`src/rtl/rst_seq_pkg.sv`:
```
// rst_seq_pkg
// Shared definitions for the reset sequencer: the sequencer state
// encoding, the bit positions inside the sticky reset-cause vector and
// the default timing parameters used by rst_sequencer.
package rst_seq_pkg;

  // Sequencer states in release order; RUN is the only non-busy state.
  typedef enum logic [2:0] {
    ST_ASSERT     = 3'd0,
    ST_WAIT_LOCK  = 3'd1,
    ST_REL_MEM    = 3'd2,
    ST_MEM_INIT   = 3'd3,
    ST_REL_PERIPH = 3'd4,
    ST_REL_CORE   = 3'd5,
    ST_RUN        = 3'd6
  } seq_state_t;

  // Bit positions inside the reset-cause vector.
  localparam int CAUSE_W       = 4;
  localparam int CAUSE_POR     = 0;
  localparam int CAUSE_SW      = 1;
  localparam int CAUSE_WDT     = 2;
  localparam int CAUSE_TIMEOUT = 3;

  // Power-on / lock-loss cause value.
  localparam logic [CAUSE_W-1:0] CAUSE_POR_ONLY = 4'b0001;

  // Default timing parameters, in clock cycles.
  localparam int HOLD_CYCLES_DEF  = 6;
  localparam int STAGE_GAP_DEF    = 4;
  localparam int INIT_TIMEOUT_DEF = 1024;

endpackage

```
`src/rtl/rst_seq_timer.sv`:
```
// rst_seq_timer
// Shared up-counter for the reset sequencer. It restarts from zero on
// clear, counts one per cycle and saturates at all-ones instead of
// wrapping. done is high once the counter has spent limit cycles in
// the current phase (count >= limit-1).
//
// Ports:
//   clk    in   clock, rising edge
//   rst    in   synchronous active-high reset, loads count with 0
//   clear  in   load count with 0 on the next edge
//   limit  in   phase length in cycles (must be >= 1)
//   done   out  phase length reached, derived from the registered count
module rst_seq_timer #(
  parameter int W = 11
) (
  input  logic         clk,
  input  logic         rst,
  input  logic         clear,
  input  logic [W-1:0] limit,
  output logic         done
);

  logic [W-1:0] count;

  always_ff @(posedge clk) begin
    if (rst || clear) begin
      count <= '0;
    end else if (count != {W{1'b1}}) begin
      count <= count + W'(1);
    end
  end

  assign done = (count >= (limit - W'(1)));

endmodule

```
`src/rtl/rst_sequencer.sv`:
```
// rst_sequencer
// Staged reset release for three domains (memory, peripheral, core).
// After a hold period and a filtered PLL lock, the memory domain is
// released, memory initialisation is kicked off, and the peripheral and
// core domains follow at fixed gaps. In RUN, software or watchdog
// requests restart the sequence; losing lock from REL_MEM onwards
// restarts it as well. All outputs are registered.
//
// Ports:
//   clk_in1          in   clock, rising edge
//   rst              in   synchronous active-high reset
//   pll_locked_i     in   clock-source lock indication
//   sw_rst_req_i     in   software reset request (honoured in RUN only)
//   wdt_rst_req_i    in   watchdog reset request (honoured in RUN only)
//   mem_init_done_i  in   memory initialisation complete
//   mem_init_start_o out  one-cycle pulse starting memory init
//   rst_mem_o        out  memory-domain reset, active high
//   rst_periph_o     out  peripheral-domain reset, active high
//   rst_core_o       out  core-domain reset, active high
//   rst_cause_o      out  sticky cause {timeout, wdt, sw, por/lock-loss}
//   seq_busy_o       out  high whenever the sequencer is not in RUN
module rst_sequencer
  import rst_seq_pkg::*;
#(
  parameter int HOLD_CYCLES  = HOLD_CYCLES_DEF,
  parameter int STAGE_GAP    = STAGE_GAP_DEF,
  parameter int INIT_TIMEOUT = INIT_TIMEOUT_DEF
) (
  input  logic               clk_in1,
  input  logic               rst,
  input  logic               pll_locked_i,
  input  logic               sw_rst_req_i,
  input  logic               wdt_rst_req_i,
  input  logic               mem_init_done_i,
  output logic               mem_init_start_o,
  output logic               rst_mem_o,
  output logic               rst_periph_o,
  output logic               rst_core_o,
  output logic [CAUSE_W-1:0] rst_cause_o,
  output logic               seq_busy_o
);

  localparam int MAX_AB  = (HOLD_CYCLES > STAGE_GAP) ? HOLD_CYCLES : STAGE_GAP;
  localparam int MAX_ALL = (MAX_AB > INIT_TIMEOUT) ? MAX_AB : INIT_TIMEOUT;
  localparam int CNT_W   = $clog2(MAX_ALL) + 1;

  seq_state_t         state;
  seq_state_t         next_state;
  logic               lock_seen;
  logic               lock_seen_next;
  logic [CAUSE_W-1:0] cause_next;
  logic               rst_mem_next;
  logic               rst_periph_next;
  logic               rst_core_next;
  logic               start_next;
  logic               busy_next;
  logic [CNT_W-1:0]   limit;
  logic               timer_clear;
  logic               timer_done;

  // Phase length for the state currently being timed.
  always_comb begin
    limit = CNT_W'(1);
    case (state)
      ST_ASSERT:     limit = CNT_W'(HOLD_CYCLES);
      ST_REL_MEM:    limit = CNT_W'(STAGE_GAP);
      ST_MEM_INIT:   limit = CNT_W'(INIT_TIMEOUT);
      ST_REL_PERIPH: limit = CNT_W'(STAGE_GAP);
      ST_REL_CORE:   limit = CNT_W'(STAGE_GAP);
      default:       limit = CNT_W'(1);
    endcase
  end

  // REL_PERIPH and REL_CORE share one stage gap, so the counter keeps
  // running across that hand-over; every other state change restarts it.
  assign timer_clear = (next_state != state) &&
                       !((state == ST_REL_PERIPH) && (next_state == ST_REL_CORE));

  rst_seq_timer #(
    .W(CNT_W)
  ) u_timer (
    .clk   (clk_in1),
    .rst   (rst),
    .clear (timer_clear),
    .limit (limit),
    .done  (timer_done)
  );

  // Next-state and next-output logic. Lock loss from REL_MEM onwards is
  // applied last so it overrides sw/wdt requests and the init timeout.
  always_comb begin
    next_state     = state;
    lock_seen_next = 1'b0;
    cause_next     = rst_cause_o;

    case (state)
      ST_ASSERT: begin
        if (timer_done) next_state = ST_WAIT_LOCK;
      end
      ST_WAIT_LOCK: begin
        lock_seen_next = pll_locked_i;
        if (pll_locked_i && lock_seen) next_state = ST_REL_MEM;
      end
      ST_REL_MEM: begin
        if (timer_done) next_state = ST_MEM_INIT;
      end
      ST_MEM_INIT: begin
        if (mem_init_done_i) begin
          next_state = ST_REL_PERIPH;
        end else if (timer_done) begin
          next_state                = ST_REL_PERIPH;
          cause_next[CAUSE_TIMEOUT] = 1'b1;
        end
      end
      ST_REL_PERIPH: begin
        // A one-cycle stage gap skips REL_CORE entirely.
        next_state = timer_done ? ST_RUN : ST_REL_CORE;
      end
      ST_REL_CORE: begin
        if (timer_done) next_state = ST_RUN;
      end
      ST_RUN: begin
        if (sw_rst_req_i || wdt_rst_req_i) begin
          next_state            = ST_ASSERT;
          cause_next            = '0;
          cause_next[CAUSE_SW]  = sw_rst_req_i;
          cause_next[CAUSE_WDT] = wdt_rst_req_i;
        end
      end
      default: begin
        next_state = ST_ASSERT;
      end
    endcase

    if (!pll_locked_i &&
        ((state == ST_REL_MEM) || (state == ST_MEM_INIT) ||
         (state == ST_REL_PERIPH) || (state == ST_REL_CORE) ||
         (state == ST_RUN))) begin
      next_state = ST_ASSERT;
      cause_next = CAUSE_POR_ONLY;
    end
  end

  // Outputs follow from the state being entered, which keeps the
  // core/periph/mem release ordering structural.
  always_comb begin
    rst_mem_next    = (next_state == ST_ASSERT) || (next_state == ST_WAIT_LOCK);
    rst_periph_next = rst_mem_next || (next_state == ST_REL_MEM) ||
                      (next_state == ST_MEM_INIT);
    rst_core_next   = (next_state != ST_RUN);
    busy_next       = (next_state != ST_RUN);
    start_next      = (state == ST_REL_MEM) && (next_state == ST_MEM_INIT);
  end

  // State and registered outputs.
  always_ff @(posedge clk_in1) begin
    if (rst) begin
      state            <= ST_ASSERT;
      lock_seen        <= 1'b0;
      rst_mem_o        <= 1'b1;
      rst_periph_o     <= 1'b1;
      rst_core_o       <= 1'b1;
      mem_init_start_o <= 1'b0;
      seq_busy_o       <= 1'b1;
      rst_cause_o      <= CAUSE_POR_ONLY;
    end else begin
      state            <= next_state;
      lock_seen        <= lock_seen_next;
      rst_mem_o        <= rst_mem_next;
      rst_periph_o     <= rst_periph_next;
      rst_core_o       <= rst_core_next;
      mem_init_start_o <= start_next;
      seq_busy_o       <= busy_next;
      rst_cause_o      <= cause_next;
    end
  end

endmodule

```
`config.mk`:
```
export PLATFORM = sky130hd
export DESIGN_NAME = rst_sequencer
export DESIGN_NICKNAME = d
export VERILOG_FILES = /design/src/rtl/rst_seq_pkg.sv /design/src/rtl/rst_seq_timer.sv /design/src/rtl/rst_sequencer.sv
export SDC_FILE = /design/constraint.sdc
export NUM_CORES = 1
export LEC_CHECK = 0
export CAP_MARGIN = 25
export CORE_UTILIZATION = 40
export CTS_BUF_LIST = sky130_fd_sc_hd__clkbuf_8
export DETAILED_ROUTE_END_ITERATION = 16
export SKIP_CTS_REPAIR_TIMING = 1
export SLEW_MARGIN = 10
export SYNTH_ARGS = -nofsm -noshare
export SYNTH_HDL_FRONTEND = slang
export SYNTH_SLANG_ARGS = --single-unit
export TNS_END_PERCENT = 30
```
`constraint.sdc`:
```
create_clock -name clk_in1 -period 7.4 [get_ports clk_in1]
set_clock_uncertainty 0.15 [all_clocks]
set_input_delay 1.48 -clock clk_in1 [delete_from_list [all_inputs] [get_ports clk_in1]]
set_output_delay 1.48 -clock clk_in1 [all_outputs]
set_load 0.02 [all_outputs]
```
---- Word-level counts from Yosys, hierarchy flattened ----
Cells that the tools add are included.
word-level totals
  register bits after elaboration ......... 23
  output and inout port bits .............. 9
  word-level logic and storage cells ...... 68
cells by class
  reductions and logical operators ........ 24
  mux-type cells .......................... 15
  add/sub/neg operators ................... 2
  bitwise gates (word level) .............. 1
  equality and inequality tests ........... 16
  magnitude comparators ................... 1
operator list
  kind                                                                    number
  11-bit case mux with 3 select lines                                     1
  3-bit 2-to-1 mux                                                        8
  3-bit case mux with 7 select lines                                      1
  3-bit by 2-bit equality test with 1-bit output (second input constant)  4
  3-bit equality test (second input constant)                             4
  11-bit by 1-bit adder with 11-bit output (second input constant)        1
  11-bit >= comparator                                                    1
  11-bit inequality test (second input constant)                          1
  11-bit by 1-bit subtractor with 11-bit output (second input constant)   1
  1-bit logical OR                                                        9
  3-bit by 1-bit equality test with 1-bit output (second input constant)  2
  3-bit zero test                                                         2
  2-bit inequality test (second input constant)                           3
  1-bit logical AND                                                       5
  4-bit 2-to-1 mux                                                        1
  4-bit AND reduction                                                     1
  2-bit OR reduction                                                      2
  3-bit inequality test                                                   1
  3-bit inequality test (second input constant)                           1
  3-bit OR reduction                                                      1
  1-bit zero test                                                         2
  1-bit 2-to-1 mux                                                        2
  2-bit 2-to-1 mux                                                        1
  1-bit case mux with 2 select lines                                      1
  other kinds (3)                                                         3

---- Logic depth before layout (Yosys ltp) ----
Gate-level depths: netlist of run 1.
  depth in word-level cells ............... 14
  depth in mapped cells ................... 15
  depth with buffers taken out ............ 12

---- By module ----
Synthesis of run 1 repeated with hierarchy kept, for this count alone.
second synthesis, totals
  cells, all modules ...................... 186
  area total of the unflattened synthesis .. 1,560.2 µm²
by module, submodules not included
  module         sequential area each (µm²)  area an instance (µm²)  cells each  times used
  rst_seq_timer  220.2                       888.4                   105         1
  rst_sequencer  240.2                       671.9                   81          1

---- Worst setup path before layout of run 1 ----
Ideal clock, no wire load.
  path type ............................... register to register
  from .................................... register state[2]
  to ...................................... register u_timer.count[0]
  slack ................................... 4.225 ns
  cell stages (with the launch flop) ...... 15
  arrival time ............................ 2.906 ns
  library setup time ...................... 0.119 ns
  data required time ...................... 7.131 ns
  period minus slack after synthesis ...... 3.175 ns
  cells stage by stage .................... dfxtp_1 -> buf_2 -> clkbuf_1 -> xnor2_1 -> inv_1 -> ha_1 -> inv_1 -> ha_1 -> a211o_1 -> a31oi_2 -> o21ai_2 -> or4_1 -> o311ai_1 -> buf_6 -> o21bai_1
between the ends
  word-level cells in the longest chain between the ends .. 14
  elaborated cells between the ends (all ways) .. 32
ends and longest elaborated chain
  element                                                                 RTL line                                                        text
  start, declared                                                         rst_sequencer.sv:47                                             seq_state_t state;
  start signal, assigned                                                  rst_sequencer.sv:167                                            state <= next_state;
  3-bit by 2-bit equality test with 1-bit output (tied with other cells)  rst_sequencer.sv:64, rst_sequencer.sv:96, rst_sequencer.sv:136
  3-bit OR reduction (no line)                                            -
  11-bit case mux with 3 select lines                                     rst_sequencer.sv:64                                             case (state)
  11-bit by 1-bit subtractor with 11-bit output                           rst_seq_timer.sv:33                                             assign done = (count >= (limit - W'(1)));
  11-bit >= comparator                                                    rst_seq_timer.sv:33
  3-bit 2-to-1 mux                                                        rst_sequencer.sv:110                                            end else if (timer_done) begin
  3-bit 2-to-1 mux                                                        rst_sequencer.sv:108                                            if (mem_init_done_i) begin
  3-bit case mux with 7 select lines                                      rst_sequencer.sv:96                                             case (state)
  3-bit 2-to-1 mux                                                        rst_sequencer.sv:135                                            if (!pll_locked_i &&
  3-bit equality test                                                     rst_sequencer.sv:77                                             !((state == ST_REL_PERIPH) && (next_state == ST_REL_CORE));
  1-bit logical AND                                                       rst_sequencer.sv:77
  1-bit zero test                                                         rst_sequencer.sv:77
  1-bit logical AND *                                                     rst_sequencer.sv:76                                             assign timer_clear = (next_state != state) &&
  1-bit logical OR *                                                      rst_seq_timer.sv:26                                             if (rst || clear) begin
  end signal, assigned                                                    rst_seq_timer.sv:29                                             count <= count + W'(1);
  end, declared                                                           rst_seq_timer.sv:23                                             logic [W-1:0] count;
Mark *: on every way between the ends. The rest lies on a longest branch, timed or not.
A chain may end at the register's enable or synchronous reset.

---- Worst setup path in the final report of run 1 ----
  from .................................... input port rst
  to ...................................... register u_timer.count[6]
between the ends
  word-level cells in the longest chain between the ends .. 1
ends and longest elaborated chain
  element           RTL line             text
  start, declared   rst_sequencer.sv:30  input logic rst,
  1-bit logical OR  rst_seq_timer.sv:26
No other way between the ends.

==> results of run 1 <==
[metrics by stage]
stage	hold WS [ps]	utilization, %
floorplan	373	-
global placement	293	45.8
detailed placement	294	45.8
CTS	316	46.9
global route	330	46.9
finish	313	46.9
[layout make-up]
type | instances | area share [%]
Multi-Input combinational cell | 172 | 61.0
Tap cell | 50 | 3.29
Sequential cell | 23 | 24.2
Timing Repair Buffer | 15 | 7.75
Clock inverter | 1 | 0.197
Clock buffer | 3 | 2.17
Inverter | 7 | 1.38
[layout by cell type, fill, tap and decap left out, drive strengths merged, types with 2 or more instances in the layout]
cell,instances
xnor2,4
clkbuf,3
o31ai,2
nor2b,2
a41o,2
o211ai,8
nor3,7
nand2,23
nand3,6
or4,2
nand4,3
a21o,4
dfxtp,23
and4,4
o21a,2
a31oi,7
ha,13
clkdlybuf4s50,14
xor2,3
inv,8
o2111ai,3
and3,3
nand2b,4
a21oi,12
nor2,11
o21ai,20
and2,3
mux2i,3
o21bai,4
[report_power, final]
group          total, mW  switching [mW]  internal [mW]
clock network     0.0787          0.0415         0.0371
registers          0.148          0.0157          0.132
logic              0.141          0.0918         0.0491
[state kept, by name, summed over array words and instances, names as in the netlist]
signal            flops
rst_periph_o          1
seq_busy_o            1
mem_init_start_o      1
u_timer.count        11
state                 3
rst_cause_o           4
lock_seen             1
rst_mem_o             1
[worst max-delay path by stage]
stage / startpoint / endpoint / slack (ps) / cells after the start
after global placement: pll_locked_i / u_timer.count[8]$_SDFFE_PP0P_ / 3560 / 7
after CTS: rst / u_timer.count[6]$_SDFFE_PP0P_ / 3790 / 7
after floorplan: state[2]$_SDFF_PP0_ / u_timer.count[0]$_SDFFE_PP0P_ / 4220 / 14
after global routing: state[2]$_SDFF_PP0_ / u_timer.count[4]$_SDFFE_PP0P_ / 3520 / 11
after detailed placement: rst / u_timer.count[6]$_SDFFE_PP0P_ / 3510 / 7
final: rst / u_timer.count[6]$_SDFFE_PP0P_ / 3770 / 7
[kinds of logic (layout without fill, tap and decap cells)]
family / count (synthesis) / count (layout) / share of synthesized area, %
adder cells (fa/ha/maj): 13 / 13 / 9.49
buffers and inverters: 20 / 26 / 5.33
AO/OA/AOI/OAI: 74 / 74 / 29.3
flip-flops: 23 / 23 / 26.9
AND/OR/NAND/NOR: 75 / 75 / 23.7
XOR/XNOR: 7 / 7 / 3.58
multiplexers: 3 / 3 / 1.75
[routing by layer]
metal / vias to the layer above / share of wire (%) / track usage (%)
li1: 817 / - / -
met5: - / 0 / 0
met2: 37 / 44 / 30.2
met1: 738 / 50 / 29.7
met4: 0 / 1.0 / 5.59
met3: 4 / 5.0 / 2.53
==> run_results.csv, run 1 <==
group,metric,value,unit
sta,setup_viol,0,
placement,placed_cell_area,1860,µm²
logic_synthesis,synth.area.top_cells,"dfxtp_1 (27%), ha_1 (9.5%), nand2_1 (5.0%), o211ai_1 (3.5%), a21oi_1 (3.2%)",
routing,finalWirelength,4.12,mm
sta,hold_viol,0,
floorplanning,core,4060,µm²
final_layout,drive_above_1_share,4.52,%
placement,dp_cells,267,
global_route,antenna_found_initial,0,
clock_network,htree_levels,1,
logic_synthesis,synthTopCellsByCount,"dfxtp_1 (23), nand2_1 (23), ha_1 (13), a21oi_1 (11), nor2_1 (11)",
global_route,grt_pass1_vias,1390,
routing,first_pass_iters,5,
clock_network,cts_buffer_depth,2,
critical_path,cp.required,7460,ps
critical_path,crit_top_cell,"nand2_1",
final_layout,finish.instance_area,1900,µm²
sta,tightest_slew,720,ps
clock_network,cts_root_buf,"clkbuf_8",
routing,wl_per_cell,15.2,µm
clock_network,clk_latency,270,ps
logic_synthesis,syn_inst,215,
critical_path,startpoint_type,"input port",
routing,antenna_left,0,
clock_network,cts_made_buffers,3,
logic_synthesis,synth_edf_count,0,
sta,rsz0062_at_grt,"no",
worst_hold_path,min_path_cells,1,
critical_path,critPathBufInv,2,
logic_synthesis,yosys_warnings,0,
sta,setup_slack,3770,ps
critical_path,cp_slowest_cell,"clkdlybuf4s50_1",
final_layout,seq_area,460,µm²
worst_hold_path,min_from,"rst_cause_o[0]$_SDFFE_PP1P_",
placement,gp_congestion,0.810,
sta,fmax,276,MHz
logic_synthesis,syn_avg_cell_area,7.97,µm²
floorplanning,io_pins,15,
worst_hold_path,worstHoldPathType,"flip-flop to flip-flop",
placement,preCtsSetupSlack,3510,ps
job,drv_cap,0,
final_layout,stdcell_count,271,
floorplanning,rows,23,
sta,drv_slew,0,
worst_hold_path,min_to,"rst_cause_o[0]$_SDFFE_PP1P_",
critical_path,r2r_slack,3810,ps
final_layout,num-fill-cells,395,
final_layout,area_growth,11.1,%
final_layout,multi_input_area,1160,µm²
final_layout,num-nets-final,241,
critical_path,cpPeakStageDelay,680,ps
critical_path,crit_path_max_fanout,14,
logic_synthesis,synthesis.area,1710,µm²
sta,max-slew-margin-rel,51.7,%
logic_synthesis,synth-main-ff-cell,"dfxtp_1",
placement,dp.final_hpwl,3.15,mm
sta,finalSetupTns,0,ps
global_route,grt_usage,20.1,%
global_route,grt-ovfl-total,0,
critical_path,endpoint_kind,"flip-flop",
clock_network,cts_tree,"done",
floorplanning,start_util,42.2,%
routing,routed-via-count,1596,
power_and_ir_drop,vdd_drop_max,0.104,mV
critical_path,crit_chain,"clkdlybuf4s50_1, inv_1, nand2_1, or3_1, nor3_1, nand2_1, o21ai_1",
floorplanning,dieHeight,67.5,µm
logic_synthesis,ys_seq_area_share,26.9,%
routing,drc,0,
logic_synthesis,ys_ff_latch,23,
global_route,grt_first_pass_wirelength,6.87,mm
final_layout,diodes,0,
critical_path,crit_arrival,3690,ps
floorplanning,die-area,4550,µm²
critical_path,reg2regPathDepth,11,
sta,fin_crit_sh,49.0,%
logic_synthesis,synth_top_cell_area_share,26.9,%
power_and_ir_drop,p_leak,0.754,nW
logic_synthesis,synthArstFlopShare,0,%
critical_path,reg2reg_from,"state[2]$_SDFF_PP0_",
logic_synthesis,synth_cell_types,53,
routing,drtIter0Drc,77,
floorplanning,die_w,67.5,µm
power_and_ir_drop,cellPowerDensity,193,nW/µm²
logic_synthesis,yosys.area.top_type,"dfxtp_1",
sta,finalCriticalPeriod,3630,ps
run_status,run_status,"completed",
critical_path,reg2reg_to,"u_timer.count[8]$_SDFFE_PP0P_",
power_and_ir_drop,p_total,367,µW
critical_path,crit_family,"simple AND/OR/NAND/NOR gates",
placement,io_buffers,14,
clock_network,cts.sinks,23,
critical_path,critPathKind,"input port to flip-flop",
global_route,grt_max_degree,19,
routing,vias_per_cell,5.89,
logic_synthesis,synth_fp_nets,234,
clock_network,clkTransAtPathRegs,90,ps
No activity file was read; power rests on OpenSTA's default activity.
==> inputs of run 2 (changes only) <==
clock period = 3.2 ns   (was 7.4 ns; I/O delays follow)
==> run_results.csv, run 2 (same netlist as run 1, synthesis figures left out) <==
group,metric,value,unit
routing,vias_per_cell,5.82,
clock_network,cts_root_buf,"clkbuf_8",
floorplanning,dieHeight,67.5,µm
power_and_ir_drop,seq_power_share,36.8,%
floorplanning,die_w,67.5,µm
routing,drc,0,
power_and_ir_drop,p_clk_share,20.0,%
sta,finalSetupTns,0,ps
final_layout,final_common_cell,"nand2_1",
sta,setup_viol,0,
global_route,grt_max_degree,15,
sta,hold_viol,0,
routing,finalWirelength,4.30,mm
critical_path,crit_arrival,3060,ps
sta,rsz0062_at_grt,"no",
power_and_ir_drop,p_leak,0.823,nW
sta,finalCriticalPeriod,3060,ps
final_layout,largest-register,"u_timer.count",
sta,tightest_slew,458,ps
sta,fmax,327,MHz
power_and_ir_drop,pwr-share-comb,43.2,%
power_and_ir_drop,vdd_drop_max,0.227,mV
final_layout,area_growth,18.2,%
final_layout,largest_reg_flops,11,
clock_network,cts_buffer_depth,2,
global_route,antenna_found_initial,0,
clock_network,cts_tree,"done",
floorplanning,die-area,4550,µm²
sta,fin_hold_ws,310,ps
clock_network,htree_levels,1,
floorplanning,start_util,42.2,%
final_layout,num-fill-cells,408,
global_route,grt_pass1_vias,1448,
sta,max-slew-margin-rel,69.1,%
floorplanning,io_pins,15,
global_route,grt_usage,20.2,%
power_and_ir_drop,switching_share,40.4,%
power_and_ir_drop,p_switching,362,µW
final_layout,drive_above_1_share,12.4,%
critical_path,crit_path_max_fanout,13,
routing,first_pass_iters,4,
routing,drtIter0Drc,88,
final_layout,diodes,0,
worst_hold_path,worstHoldPathType,"flip-flop to flip-flop",
floorplanning,core,4060,µm²
critical_path,startpoint_type,"flip-flop",
floorplanning,rows,23,
placement,gp_congestion,0.853,
power_and_ir_drop,p_int,533,µW
sta,fin_crit_sh,95.5,%
global_route,grt_first_pass_wirelength,6.93,mm
power_and_ir_drop,cellPowerDensity,442,nW/µm²
final_layout,layout_common_cells,"nand2_1 (23), dfxtp_1 (21), clkdlybuf4s50_1 (14), ha_1 (13), buf_4 (12)",
critical_path,reg2regPathDepth,13,
worst_hold_path,min_path_cells,2,
routing,routed-via-count,1654,
clock_network,cts.sinks,23,
sta,setup_slack,145,ps
sta,drv_slew,0,
placement,dp.final_hpwl,3.25,mm
routing,wl_per_cell,15.1,µm
placement,preCtsSetupSlack,153,ps
global_route,grt-ovfl-total,0,
clock_network,cts_made_buffers,3,
final_layout,num-nets-final,254,
placement,io_buffers,14,
job,drv_cap,0,
critical_path,cp.required,3210,ps
critical_path,endpoint_kind,"flip-flop",
critical_path,critPathKind,"flip-flop to flip-flop",
clock_network,clkTransAtPathRegs,80,ps
run_status,run_status,"completed",
final_layout,top_regs,"u_timer.count: 11 flops, rst_cause_o: 4 flops, state: 3 flops",
routing,antenna_left,0,
clock_network,clk_latency,260,ps
run 2: critical path, stage by stage (launching register included):
cell      delay (ps)
dfxtp_2          340
buf_6            140
nand2_1           60
nand2_1           50
ha_1             200
inv_1            150
xnor2_1          140
ha_1             270
and3_1           240
and4_2           280
or4_1            530
o311ai_2         100
buf_2            220
o21bai_1          80
run 2: path summary, 6_finish.rpt:
check / from / to / slack (ps)
setup reg to reg: state[1]$_SDFF_PP0_ / u_timer.count[8]$_SDFFE_PP0P_ / 140
hold reg to reg: rst_cause_o[1]$_SDFFE_PP0P_ / rst_cause_o[1]$_SDFFE_PP0P_ / 310
hold / removal: rst_cause_o[1]$_SDFFE_PP0P_ / rst_cause_o[1]$_SDFFE_PP0P_ / 310
setup / recovery: state[1]$_SDFF_PP0_ / u_timer.count[8]$_SDFFE_PP0P_ / 140
run 2: layout make-up:
| type | count | area (µm²) | share of cell area [%] |
|---|---|---|---|
| multi-input cells | 172 | 1180 | 58.4 |
| flip-flops and latches | 23 | 463 | 22.9 |
| repair buffers | 28 | 246 | 12.2 |
| well taps | 50 | 62.6 | 3.09 |
| clock buffers | 3 | 41.3 | 2.04 |
| inverters | 7 | 26.3 | 1.30 |
| clock inverters | 1 | 3.75 | 0.185 |
run 2: layer usage:
layer,wire length (µm),vias up,GRT usage (%)
li1,-,846,-
met1,2190,762,29.9
met4,27,0,4.79
met2,1880,44,30.8
met3,199,2,2.20
met5,0,-,0
run 2: power groups by stage:
| stage | Sequential (mW) | Clock, mW | Combinational [mW] |
|---|---|---|---|
| finish | 0.330 | 0.179 | 0.387 |
| global route | 0.332 | 0.195 | 0.427 |
| CTS | 0.329 | 0.184 | 0.361 |
| detailed placement | 0.336 | 0 | 0.359 |
| global placement | 0.336 | 0 | 0.358 |
| floorplan | 0.328 | 0 | 0.276 |
run 2: stage by stage:
stage / area [µm²] / util [%] / instances / total power [mW]
floorplan: 1710 / - / 215 / 0.604
global placement: 1950 / 48.0 / 279 / 0.694
detailed placement: 1950 / 48.0 / 279 / 0.694
CTS: 1990 / 49.2 / 283 / 0.875
global route: 2030 / 49.9 / 284 / 0.954
finish: 2030 / 49.9 / 284 / 0.895
==> inputs of run 3 (changes only) <==
CTS_CLUSTER_SIZE = 24   (was unset)
==> results of run 3 <==
The final DEF is identical to that of run 2; final timing and power are the same.
